===== src/rtl/memory_access_unit.sv =====
// Single-outstanding load/store unit between the pipeline and a split address/data bus.
// Supports aligned accesses plus LEFT/RIGHT partial-word store strobing and load merging.
module memory_access_unit #(
    parameter int DATA_WIDTH = 32
) (
    input  logic                    clk,
    input  logic                    resetn,
    input  logic                    req_valid,
    output logic                    req_ready,
    input  logic                    req_write,
    input  logic [1:0]              req_msize,
    input  logic [1:0]              req_mode,
    input  logic                    req_signed,
    input  logic [31:0]             req_addr,
    input  logic [DATA_WIDTH-1:0]   req_wdata,
    input  logic                    flush,
    output logic                    dreq_valid,
    output logic [31:0]             dreq_addr,
    output logic [1:0]              dreq_size,
    output logic [DATA_WIDTH/8-1:0] dreq_strobe,
    output logic [DATA_WIDTH-1:0]   dreq_data,
    input  logic                    addr_ok,
    input  logic                    data_ok,
    input  logic [DATA_WIDTH-1:0]   rdata,
    output logic                    resp_valid,
    input  logic                    resp_ready,
    output logic [DATA_WIDTH-1:0]   resp_data,
    output logic                    resp_exc
);
    localparam int B  = DATA_WIDTH / 8;
    localparam int OW = $clog2(B);
    localparam logic [DATA_WIDTH-1:0] ONES = '1;

    typedef enum logic [1:0] {IDLE, ADDR, DATA, RESP} state_t;

    state_t state, state_next;
    logic   killed;

    logic                  write_p0;
    logic                  signed_p0;
    logic [1:0]            msize_p0;
    logic [1:0]            mode_p0;
    logic [DATA_WIDTH-1:0] wdata_p0;

    logic                  accept;
    logic                  capture;
    logic                  misaligned;
    logic [OW-1:0]         req_off;
    logic [OW-1:0]         align_mask;

    function automatic logic [B-1:0] store_strobe(input logic [1:0] mode,
                                                  input logic [1:0] msize,
                                                  input logic [OW-1:0] o);
        logic [15:0] s;
        case (mode)
            2'b01:   s = (16'd2 << o) - 16'd1;
            2'b10:   s = 16'hFFFF << o;
            default: s = ((16'd1 << (4'd1 << msize)) - 16'd1) << o;
        endcase
        return s[B-1:0];
    endfunction

    function automatic logic [DATA_WIDTH-1:0] store_align(input logic [1:0] mode,
                                                          input logic [DATA_WIDTH-1:0] wdata,
                                                          input logic [OW-1:0] o);
        if (mode == 2'b01)
            return wdata >> {~o, 3'b000};
        return wdata << {o, 3'b000};
    endfunction

    function automatic logic [DATA_WIDTH-1:0] extend(input logic [DATA_WIDTH-1:0] v,
                                                     input logic [1:0] msize,
                                                     input logic sgn);
        logic signed [7:0]            b8;
        logic signed [15:0]           h16;
        logic signed [31:0]           w32;
        logic signed [DATA_WIDTH-1:0] r;
        b8  = v[7:0];
        h16 = v[15:0];
        w32 = v[31:0];
        r   = v;
        case (msize)
            2'd0:    r = sgn ? DATA_WIDTH'(b8)  : DATA_WIDTH'(v[7:0]);
            2'd1:    r = sgn ? DATA_WIDTH'(h16) : DATA_WIDTH'(v[15:0]);
            2'd2:    r = sgn ? DATA_WIDTH'(w32) : DATA_WIDTH'(v[31:0]);
            default: r = v;
        endcase
        return r;
    endfunction

    // LEFT/RIGHT loads overlay the fetched bytes onto the old register value.
    function automatic logic [DATA_WIDTH-1:0] load_result(input logic [1:0] mode,
                                                          input logic [1:0] msize,
                                                          input logic sgn,
                                                          input logic [OW-1:0] o,
                                                          input logic [DATA_WIDTH-1:0] rd,
                                                          input logic [DATA_WIDTH-1:0] old);
        logic [DATA_WIDTH-1:0] keep;
        keep = '0;
        case (mode)
            2'b01: begin
                keep = ~(ONES << {~o, 3'b000});
                return (rd << {~o, 3'b000}) | (old & keep);
            end
            2'b10: begin
                keep = ~(ONES >> {o, 3'b000});
                return (rd >> {o, 3'b000}) | (old & keep);
            end
            default: return extend(rd >> {o, 3'b000}, msize, sgn);
        endcase
    endfunction

    assign req_ready  = (state == IDLE);
    assign dreq_valid = (state == ADDR);
    assign resp_valid = (state == RESP);
    assign accept     = req_valid && req_ready;
    assign capture    = (state == ADDR && addr_ok && data_ok) || (state == DATA && data_ok);

    assign req_off    = req_addr[OW-1:0];
    assign align_mask = OW'((4'd1 << req_msize) - 4'd1);
    assign misaligned = (req_mode == 2'b11)
                     || (B == 4 && req_msize == 2'b11)
                     || (req_mode == 2'b00 && (req_off & align_mask) != '0);

    always_comb begin
        state_next = state;
        case (state)
            IDLE: if (accept) state_next = misaligned ? RESP : ADDR;
            ADDR: if (addr_ok) begin
                if (!data_ok)
                    state_next = DATA;
                else
                    state_next = (killed || flush) ? IDLE : RESP;
            end
            DATA: if (data_ok) state_next = (killed || flush) ? IDLE : RESP;
            RESP: if (resp_ready || flush) state_next = IDLE;
            default: state_next = IDLE;
        endcase
    end

    always_ff @(posedge clk or negedge resetn) begin
        if (!resetn) begin
            state  <= IDLE;
            killed <= 1'b0;
        end else begin
            state  <= state_next;
            killed <= (state == ADDR || state == DATA)
                   && (state_next == ADDR || state_next == DATA)
                   && (killed || flush);
        end
    end

    // Request capture stage: fields the bus and merge logic need later.
    always_ff @(posedge clk) begin
        if (accept) begin
            write_p0  <= req_write;
            signed_p0 <= req_signed;
            msize_p0  <= req_msize;
            mode_p0   <= req_mode;
            wdata_p0  <= req_wdata;
        end
    end

    // Bus-visible and response registers must read zero while reset is held.
    always_ff @(posedge clk or negedge resetn) begin
        if (!resetn) begin
            dreq_addr   <= '0;
            dreq_size   <= '0;
            dreq_strobe <= '0;
            dreq_data   <= '0;
            resp_data   <= '0;
            resp_exc    <= 1'b0;
        end else if (accept) begin
            dreq_addr   <= req_addr;
            dreq_size   <= (req_mode == 2'b00) ? req_msize : 2'(OW);
            dreq_strobe <= req_write ? store_strobe(req_mode, req_msize, req_off) : '0;
            dreq_data   <= req_write ? store_align(req_mode, req_wdata, req_off) : '0;
            resp_data   <= '0;
            resp_exc    <= misaligned;
        end else if (capture) begin
            resp_data <= write_p0 ? '0
                       : load_result(mode_p0, msize_p0, signed_p0, dreq_addr[OW-1:0], rdata, wdata_p0);
        end
    end
endmodule


===== config.mk =====
export PLATFORM = sky130hd
export DESIGN_NAME = memory_access_unit
export DESIGN_NICKNAME = d
export VERILOG_FILES = /design/src/rtl/memory_access_unit.sv
export SDC_FILE = /design/constraint.sdc
export NUM_CORES = 1
export LEC_CHECK = 0
export BUFFER_PORTS_ARGS = -buffer_cell sky130_fd_sc_hd__buf_4
export CORE_ASPECT_RATIO = 0.5
export CORE_MARGIN = 1
export CORE_UTILIZATION = 29
export CTS_CLUSTER_SIZE = 24
export DETAILED_ROUTE_END_ITERATION = 8
export PLACE_DENSITY = 0.55
export SLEW_MARGIN = 25
export SYNTH_ARGS = -nofsm -noshare
export SYNTH_HDL_FRONTEND = slang
export SYNTH_SLANG_ARGS = --single-unit

===== constraint.sdc =====
create_clock -name clk -period 4.9 [get_ports clk]
set_input_delay 0.245 -clock clk [delete_from_list [all_inputs] [get_ports clk]]
set_output_delay 0.245 -clock clk [all_outputs]
set_load 0.02 [all_outputs]

==> out/results.txt, run 1 <==
Outcome: complete, no violations
CTS tree: yes
Number of synthesis warnings: 0
Via-to-Cell Ratio: 5.11
Number of buffers created by CTS: 17
CTS Hold Bufs: 44
Worst R2R Path Depth: 5
Port Buf Inserts: 214
Htree depth: 4
Clock Latency Late Sink: 0.44 ns
P per Cell Area: 554 nW/um^2
Max Cap Viol: 0
Largest cells by area after synthesis: dfrtp_1 (33%), edfxtp_1 (14%), mux2i_1 (8.8%)
Leakage power: 5.01 nW
Post-synth EDFFs: 38
Number of antenna-violating nets in the routed design: 0
Commonest cells after routing, fill and taps aside: buf_4 (221), nand2_1 (185), dfrtp_1 (104)
Area share of the largest cell type after synthesis: 0.330
Critical path peak fanout: 23
Period minus WS final: 3.10 ns
Vias in the first global route: 7219
Antenna cells: 0
Area taken by multi-input logic gates: 3950 um^2
Routed wire length: 28100 um
Place WS: 1.85 ns
Fin Hold WS: 0.0257 ns
WS Path Type: reg -> reg
GR Util met3: 0.0386
Final setup margin: 1.80 ns
Placed Cells: 1384
Seq. cell area: 3800 um^2
Relative slew slack: 0.331
Asr flop ratio synth: 0.736
Root Driver: clkbuf_16
Detailed Place HPWL: 19900 um
Reg clk slew, reported paths: 0.07 ns
Mapped Cells: 849
Met1 Usage GRT: 0.270
Max stage delay cell, worst path: ha_1
Maximum buffer depth of the clock tree: 2
Initial core utilization: 0.300
Clock Skew: 0.00947 ns
First-pass GRT wire length: 42900 um
Actual slew at the worst max-slew pin: 0.999 ns
Filler instances: 2672
Slowest stage delay, CP: 0.85 ns
Final layout net count: 1192
Final hold vios: 0
Post-Syn Area: 8040 um^2
Hold path endpoint: wdata_p0[10]
# IOs: 215
Setup slack, reg-to-reg: 1.80 ns
Tcrit/Tclk final: 0.632
GRT met2 Usage: 0.311
Synth unique cells: 53
Die height: 120 um
Full die area: 28400 um^2
Die Span X: 238 um
Seq/Total Area, Yosys: 0.472
Avg WL per Cell: 19.2 um
Critical R2R Capture: resp_data[15]
Cell breakdown of the critical path: ha_1 > clkinv_1 > a31oi_1 > o22ai_1 > a22o_1
PostCTS Resize Cnt: 0
Largest net degree at the start of global routing: 76
Finished Layout Cells: 1460
Syn-to-layout area delta: 36.2%
Core Rows: 42
Routability cong.: 0.887
Share of cells above drive strength 1: 0.269
Final setup violation count: 0
Synth Register Bits: 144
Clock sink count: 144
Slew Viols, Final: 0
Avg Cell Area, Syn: 9.47 um^2
Initial antenna violation count: 0
Reg-to-Reg Start: mode_p0[1]
Peak supply drop: 240 uV
Post-route setup TNS: 0 ns
Critical Path AT: 3.41 ns
Synth Flop Type: dfrtp_1
Initial DRC count: 709
WP data required: 5.22 ns
RSZ-0062 raised after global routing: false
Vias: 7455
Worst Setup End Kind: flop
Grt ovf: 0
DRC violations left: 0
Post-synth top area cell: dfrtp_1
Busiest grt layer: met2
Worst hold path class: in -> reg
# Post-CTS Setup Buffers: 0
Syn Nets: 968
Core area: 26900 um^2
Critical Path Start Type: flop
Hold path depth: 1
Max frequency: 0.323 GHz
Most common cell after layout, fill and taps aside: buf_4
Power, Total: 6.07 mW
Tot GR Track Use: 0.198
First-pass DRT Iterations: 5
Min-delay src: req_wdata[10]
cell families (layout without fill, tap and decap cells):
family | count (synthesis) | count (layout) | synth area share
adders and majority gates | 11 | 11 | 0.0168
buffers and inverters | 74 | 311 | 0.0403
AOI/OAI and AO/OA | 246 | 246 | 0.203
DFF | 144 | 144 | 0.472
and+or+nand+nor | 283 | 283 | 0.149
xor gates and xnor gates | 1 | 1 | 0.00109
muxes | 90 | 90 | 0.118
routing by layer:
layer,vias to the layer above,wire length [um]
met5,-,0
met1,3651,12600
li1,3538,-
met2,227,13200
met4,0,739
met3,39,1520
stage by stage:
step                       util  cell area [um^2]
after floorplan               -              8040
after global placement    0.369              9920
after detailed placement  0.370              9930
after CTS                 0.408             11000
after global routing      0.408             11000
final                     0.408             11000
cell type report:
| type | instances | share of cell area |
|---|---|---|
| repair buffers | 265 | 0.192 |
| multi-input cells | 631 | 0.361 |
| well taps | 374 | 0.0427 |
| clock buffers | 18 | 0.0392 |
| clock inverters | 14 | 0.0148 |
| flip-flops and latches | 144 | 0.346 |
| inverters | 14 | 0.00480 |
cell usage after synthesis, types with 5 or more instances:
master    count
a21boi_0      7
a21oi_1      33
a221oi_1     16
a22o_1       26
a22oi_1      24
a31oi_1      17
buf_1         8
buf_2        10
clkbuf_1     37
dfrtp_1     106
edfxtp_1     38
ha_1         10
inv_1        12
mux2_2       17
mux2i_1      71
nand2_1     186
nand2b_1     17
nand3_1      18
nor2_1       36
nor2b_1       5
nor3_1        6
o21ai_0      77
o21ai_2       8
o221ai_1      9
o22ai_1       8
o31ai_1       7
power by group:
group	switching (mW)	total (mW)	leakage, nW	internal, mW
Combinational	1.67	2.78	2.99	1.11
Clock	0.565	1.32	0.275	0.758
Sequential	0.325	1.97	1.75	1.64
Total	2.56	6.07	5.01	3.51
worst max-delay path: cells and delay by family, from the launching register on:
kind	cells	cell delay, ns
DFF	1	0.40
buffers and inverters	1	0.46
adders and majority gates	1	0.85
AOI/OAI and AO/OA	3	1.27
flip-flops by register name, summed over array words and instances (netlist names):
name	cells
msize_p0	2
state	2
signed_p0	1
dreq_size	2
killed	1
write_p0	1
resp_exc	1
dreq_strobe	4
mode_p0	2
dreq_data	32
wdata_p0	32
resp_data	32
dreq_addr	32
worst max path at each step:
stage / from / end / slack (ns) / depth (start not counted)
finish: mode_p0[1] / resp_data[15] / 1.80 / 5
CTS: mode_p0[1] / resp_data[15] / 1.86 / 5
detailed placement: mode_p0[1] / resp_data[15] / 1.85 / 5
floorplan: state[0] / mode_p0[0] / 1.84 / 6
global placement: mode_p0[0] / resp_data[15] / 1.95 / 6
global route: mode_p0[1] / resp_data[15] / 1.67 / 5
Power figures use the tool's default switching activity.
==> run 2: changes to the inputs <==
--- a/config.mk
+++ b/config.mk
@@ -5,13 +5,14 @@
 export SDC_FILE = /design/constraint.sdc
 export NUM_CORES = 1
 export LEC_CHECK = 0
+export ABC_AREA = 1
 export BUFFER_PORTS_ARGS = -buffer_cell sky130_fd_sc_hd__buf_4
 export CORE_ASPECT_RATIO = 0.5
 export CORE_MARGIN = 1
 export CORE_UTILIZATION = 29
 export CTS_CLUSTER_SIZE = 24
 export DETAILED_ROUTE_END_ITERATION = 8
-export PLACE_DENSITY = 0.55
+export PLACE_DENSITY = 0.57
 export SLEW_MARGIN = 25
 export SYNTH_ARGS = -nofsm -noshare
 export SYNTH_HDL_FRONTEND = slang
==> constraint.sdc (replaced) <==
create_clock -name clk -period 2.65 [get_ports clk]
set_input_delay 0.1325 -clock clk [delete_from_list [all_inputs] [get_ports clk]]
set_output_delay 0.1325 -clock clk [all_outputs]
set_load 0.02 [all_outputs]
==> run 2 against run 1 <==
Critical path depth rose by 4. First-iteration DRC count rose by 4.8%. Area after synthesis rose by 2.5%. Clock power rose by 83%. Sequential share of layout area fell by 1.7 points. Critical endpoint is now killed. Largest cell class unchanged. Sequential power rose by 86%.
==> out/results.txt, run 2 <==
Outcome: complete, no violations
Seq/Total Area, Yosys: 0.460
Cell Area, Placed: 10200 um^2
WP data required: 2.98 ns
Root Driver: clkbuf_16
First-pass DRT Iterations: 8
Max Cap Viol: 0
Final hold vios: 0
Avg WL per Cell: 18.1 um
Final non-filler cell area: 11500 um^2
Via-to-Cell Ratio: 4.91
CTS tree: yes
Final setup violation count: 0
Full die area: 29200 um^2
Fin Hold WS: 0.102 ns
Core area: 27800 um^2
Maximum buffer depth of the clock tree: 2
Port Buf Inserts: 214
Share of cells above drive strength 1: 0.195
Core Rows: 43
DRC violations left: 0
Initial core utilization: 0.297
Initial DRC count: 743
Synth unique cells: 39
Vias in the first global route: 8346
Relative slew slack: 0.469
Most common cell after layout, fill and taps aside: nand2_1
Syn Nets: 1269
Switching Fraction: 0.450
Clock sink count: 144
Internal: 6.63 mW
Place WS: 0.548 ns
P per Cell Area: 1050 nW/um^2
Max frequency: 0.477 GHz
Synth cell count leaders: nand2_1 (543), dfrtp_1 (106), o21ai_0 (100)
Seq. cell area: 3790 um^2
Period minus WS final: 2.10 ns
Post-route setup TNS: 0 ns
Final layout net count: 1528
Die height: 121 um
Slew Viols, Final: 0
Asr flop ratio synth: 0.736
Routability cong.: 0.924
Area taken by multi-input logic gates: 3940 um^2
Critical Path Start Type: flop
Leakage power: 5.90 nW
Detailed Place HPWL: 23100 um
Worst Setup End Kind: flop
Htree depth: 4
Most common cell in the netlist: nand2_1
Peak supply drop: 572 uV
Number of synthesis warnings: 0
Worst hold path class: in -> reg
# IOs: 215
Critical path peak fanout: 74
Comb pwr share: 0.496
Number of antenna-violating nets in the routed design: 0
Tot GR Track Use: 0.226
Final setup margin: 0.552 ns
First-pass GRT wire length: 49200 um
Post-Syn Area: 8250 um^2
Post-synth top area cell: dfrtp_1
Largest net degree at the start of global routing: 75
Initial antenna violation count: 1
CTS Hold Bufs: 69
Synth Flop Type: dfrtp_1
Mapped Cells: 1150
Synth Register Bits: 144
Filler instances: 2871
Grt ovf: 0
PostCTS Resize Cnt: 0
RSZ-0062 raised after global routing: false
Routed wire length: 32600 um
Share of total power in sequential cells: 0.304
Die Span X: 241 um
Sw Pwr: 5.42 mW
# Post-CTS Setup Buffers: 0
WS Path Type: reg -> reg
Commonest cells after routing, fill and taps aside: nand2_1 (542), buf_4 (232), dfrtp_1 (106)
Actual slew at the worst max-slew pin: 0.797 ns
Critical Path AT: 2.43 ns
Vias: 8854
Reg clk slew, reported paths: 0.06 ns
Number of buffers created by CTS: 17
Syn-to-layout area delta: 39.4%
Avg Cell Area, Syn: 7.17 um^2
Clock Latency Late Sink: 0.44 ns
Area share of the largest cell type after synthesis: 0.322
Share of power burned in the clock network: 0.200
Tcrit/Tclk final: 0.792
Largest cells by area after synthesis: dfrtp_1 (32%), nand2_1 (25%), edfxtp_1 (14%)
Post-synth EDFFs: 38
Clock Skew: 0.0107 ns
[run 2: metal layers]
layer | GRT usage | wire length, um
met2 | 0.337 | 14700
met3 | 0.0535 | 1980
met4 | 0.0947 | 1050
met1 | 0.312 | 14900
met5 | 0 | 0
[run 2: cells by family after synthesis]
kind of cell | after synthesis | share of synthesized area
buffers and inverters | 123 | 0.0628
AND/OR/NAND/NOR | 644 | 0.307
AO/OA/AOI/OAI | 227 | 0.153
flip-flops | 144 | 0.460
multiplexers | 2 | 0.00243
adder cells (fa/ha/maj) | 10 | 0.0152
[run 2: final timing paths]
| path | depth (start not counted) | slack, ns | start | end |
|---|---|---|---|---|
| min in group asynchronous | 2 | 0.27 | resetn | resp_data[7] |
| min | 5 | 0.10 | flush | killed |
| max in group asynchronous | 3 | 1.59 | resetn | dreq_addr[28] |
| min reg2reg | 1 | 0.48 | dreq_data[15] | dreq_data[15] |
| max reg2reg | 9 | 0.55 | state[0] | killed |
| max | 9 | 0.55 | state[0] | killed |
[run 2: layout make-up]
type,count,share of cell area
multi-input cells,883,0.343
flip-flops and latches,144,0.330
repair buffers,304,0.217
well taps,382,0.0416
clock buffers,19,0.0385
inverters,59,0.0193
clock inverters,13,0.0110
diodes,1,0.000218
[run 2: worst max-delay path, cell delays in order (launching register included)]
cell and delay, ns:
dfrtp_1 0.42, inv_1 0.13, ha_1 0.25, nand2_2 0.08, buf_4 0.60, nand3_1 0.14
nand2_1 0.11, inv_1 0.07, a21oi_1 0.13, nor2_1 0.06
[run 2: per-stage QoR]
| step | cells | util | total power [mW] |
|---|---|---|---|
| floorplan | 1150 | - | 7.11 |
| global placement | 1703 | 0.368 | 9.50 |
| detailed placement | 1703 | 0.368 | 9.56 |
| CTS | 1804 | 0.413 | 12.1 |
| global route | 1805 | 0.413 | 12.8 |
| finish | 1805 | 0.413 | 12.0 |
[run 2: power by group through the flow]
stage               sequential (mW)  combinational (mW)  clock, mW
floorplan                      4.40                2.71          0
global placement               3.67                5.84          0
detailed placement             3.68                5.87          0
CTS                            3.66                5.98       2.46
global route                   3.75                6.54       2.55
finish                         3.66                5.98       2.41
==> run 3: changes to the inputs <==
--- a/config.mk
+++ b/config.mk
@@ -5,7 +5,7 @@
 export SDC_FILE = /design/constraint.sdc
 export NUM_CORES = 1
 export LEC_CHECK = 0
-export ABC_AREA = 1
+export ABC_AREA = 0
 export BUFFER_PORTS_ARGS = -buffer_cell sky130_fd_sc_hd__buf_4
 export CORE_ASPECT_RATIO = 0.5
 export CORE_MARGIN = 1
==> constraint.sdc (replaced) <==
create_clock -name clk -period 1.9 [get_ports clk]
set_input_delay 0.095 -clock clk [delete_from_list [all_inputs] [get_ports clk]]
set_output_delay 0.095 -clock clk [all_outputs]
set_load 0.02 [all_outputs]
==> run 3 against run 2 <==
The flow now finishes with violations (negative setup slack). Core utilization is 3.5 points higher. Flip-flop and latch count stayed put. Clock power is 40% higher. Clock-buffer cell count is 1 lower. Global-route usage is 1.4 points lower. Highest routed layer unchanged. Largest cell class unchanged. Power is 39% higher. Via count is 11% lower. Largest power group unchanged. Combinational power is 41% higher.
==> out/results.txt, run 3 (synthesized netlist as in run 1, its figures left out) <==
Reg clk slew, reported paths: 0.07 ns
Die height: 120 um
Max frequency: 0.526 GHz
Initial core utilization: 0.300
WS Path Type: in -> reg
Initial DRC count: 691
Tcrit/Tclk final: 1.00
Actual slew at the worst max-slew pin: 0.611 ns
Max Cap Viol: 0
Top delay family on crit path: buffers and inverters
Syn-to-layout area delta: 49.7%
Full die area: 28400 um^2
Failing checks: negative setup slack
Peak supply drop: 755 uV
Slew Viols, Final: 0
Core area: 26900 um^2
Worst hold path class: in -> reg
Htree depth: 4
First-pass DRT Iterations: 8
DRC violations left: 0
Leakage power: 5.56 nW
Maximum buffer depth of the clock tree: 2
CTS tree: yes
Final setup margin: -0.00270 ns
Filler instances: 2524
WP data required: 2.23 ns
Detailed Place HPWL: 21600 um
Port Buf Inserts: 214
Avg WL per Cell: 19.1 um
Clock Skew: 0.0147 ns
Final non-filler cell area: 12000 um^2
# IOs: 215
Max stage delay cell, worst path: dlygate4sd3_1
Most common cell after layout, fill and taps aside: buf_4
Number of antenna-violating nets in the routed design: 0
Final setup violation count: 1
Routability cong.: 0.911
P per Cell Area: 1390 nW/um^2
Critical Path AT: 2.23 ns
Grt ovf: 0
Worst Setup End Kind: flop
Number of buffers created by CTS: 17
Share of cells above drive strength 1: 0.325
Vias in the first global route: 7762
Tot GR Track Use: 0.212
First-pass GRT wire length: 45700 um
Post-route setup TNS: -0.00270 ns
Period minus WS final: 1.90 ns
CP bufs+invs: 3
Clock sink count: 144
Final layout net count: 1292
Largest net degree at the start of global routing: 47
Antenna cells: 0
Critical path peak fanout: 3
Routed wire length: 29900 um
Via-to-Cell Ratio: 5.07
Die Span X: 238 um
Cell breakdown of the critical path: buf_4 > dlygate4sd3_1 > inv_2 > nand2_2 > ha_1 > nor2b_1 > a21oi_1 > o311ai_1 > o211a_1 > xor2_1 > and3_1
Vias: 7903
Place WS: -0.0429 ns
Relative slew slack: 0.590
Slowest stage delay, CP: 0.58 ns
Cell Area, Placed: 10500 um^2
Root Driver: clkbuf_16
Initial antenna violation count: 0
Clock Latency Late Sink: 0.45 ns
RSZ-0062 raised after global routing: true
Final hold vios: 0
Commonest cells after routing, fill and taps aside: buf_4 (277), nand2_1 (182), dfrtp_1 (104)
Outcome: finished, violations left
Core Rows: 42
Critical Path Start Type: input pin
run 3: path summary, 6_finish.rpt:
kind / to / start / slack [ns] / cells after the start
max: killed / req_msize[1] / -0.003 / 11
max in group asynchronous: dreq_addr[14] / resetn / 1.06 / 3
min in group asynchronous: dreq_addr[26] / resetn / 0.17 / 2
max reg2reg: resp_data[23] / dreq_addr[1] / 0.02 / 6
min: resp_data[29] / rdata[29] / 0.02 / 3
min reg2reg: dreq_addr[23] / dreq_addr[23] / 0.47 / 2
run 3: power breakdown:
group	switching (mW)	total (mW)	internal (mW)
Combinational	4.75	8.46	3.71
Clock	1.45	3.38	1.93
Sequential	0.695	4.93	4.23
Total	6.89	16.8	9.87
run 3: layout make-up:
class                   instances  area [um^2]  area share
clock inverters                14          143      0.0118
repair buffers                365         3050       0.254
flip-flops and latches        144         3800       0.315
multi-input cells             631         4100       0.341
clock buffers                  18          429      0.0356
well taps                     374          468      0.0388
inverters                      14         52.6     0.00436
run 3: worst min-delay path: cells and delay by family:
family | cells | cell delay (ns)
compound gates | 2 | 0.20
buf+inv | 1 | 0.13
run 3: repair_timing:
item,CTS,global route
hold endpoints to repair,119,2
buffers inserted,0,4
setup endpoints to repair,8,32
gates cloned,0,0
pin swaps,1,6
resized for setup,5,41
hold buffers,76,1
run 3: metrics by stage:
step	util	instances	total power [mW]	hold slack, ns
floorplan	-	849	9.54	-0.201
CTS	0.442	1556	16.5	0.00460
finish	0.449	1560	16.8	0.0178
global route	0.449	1560	17.7	0.0239
global placement	0.391	1448	12.9	0.0998
detailed placement	0.391	1448	12.9	0.102
run 3: metal layers:
layer | up-vias | track usage | routed length (um)
met3 | 44 | 0.0467 | 1560
met4 | 0 | 0.0609 | 488
li1 | 3741 | - | -
met2 | 250 | 0.353 | 14500
met1 | 3868 | 0.277 | 13300
met5 | - | 0 | 0
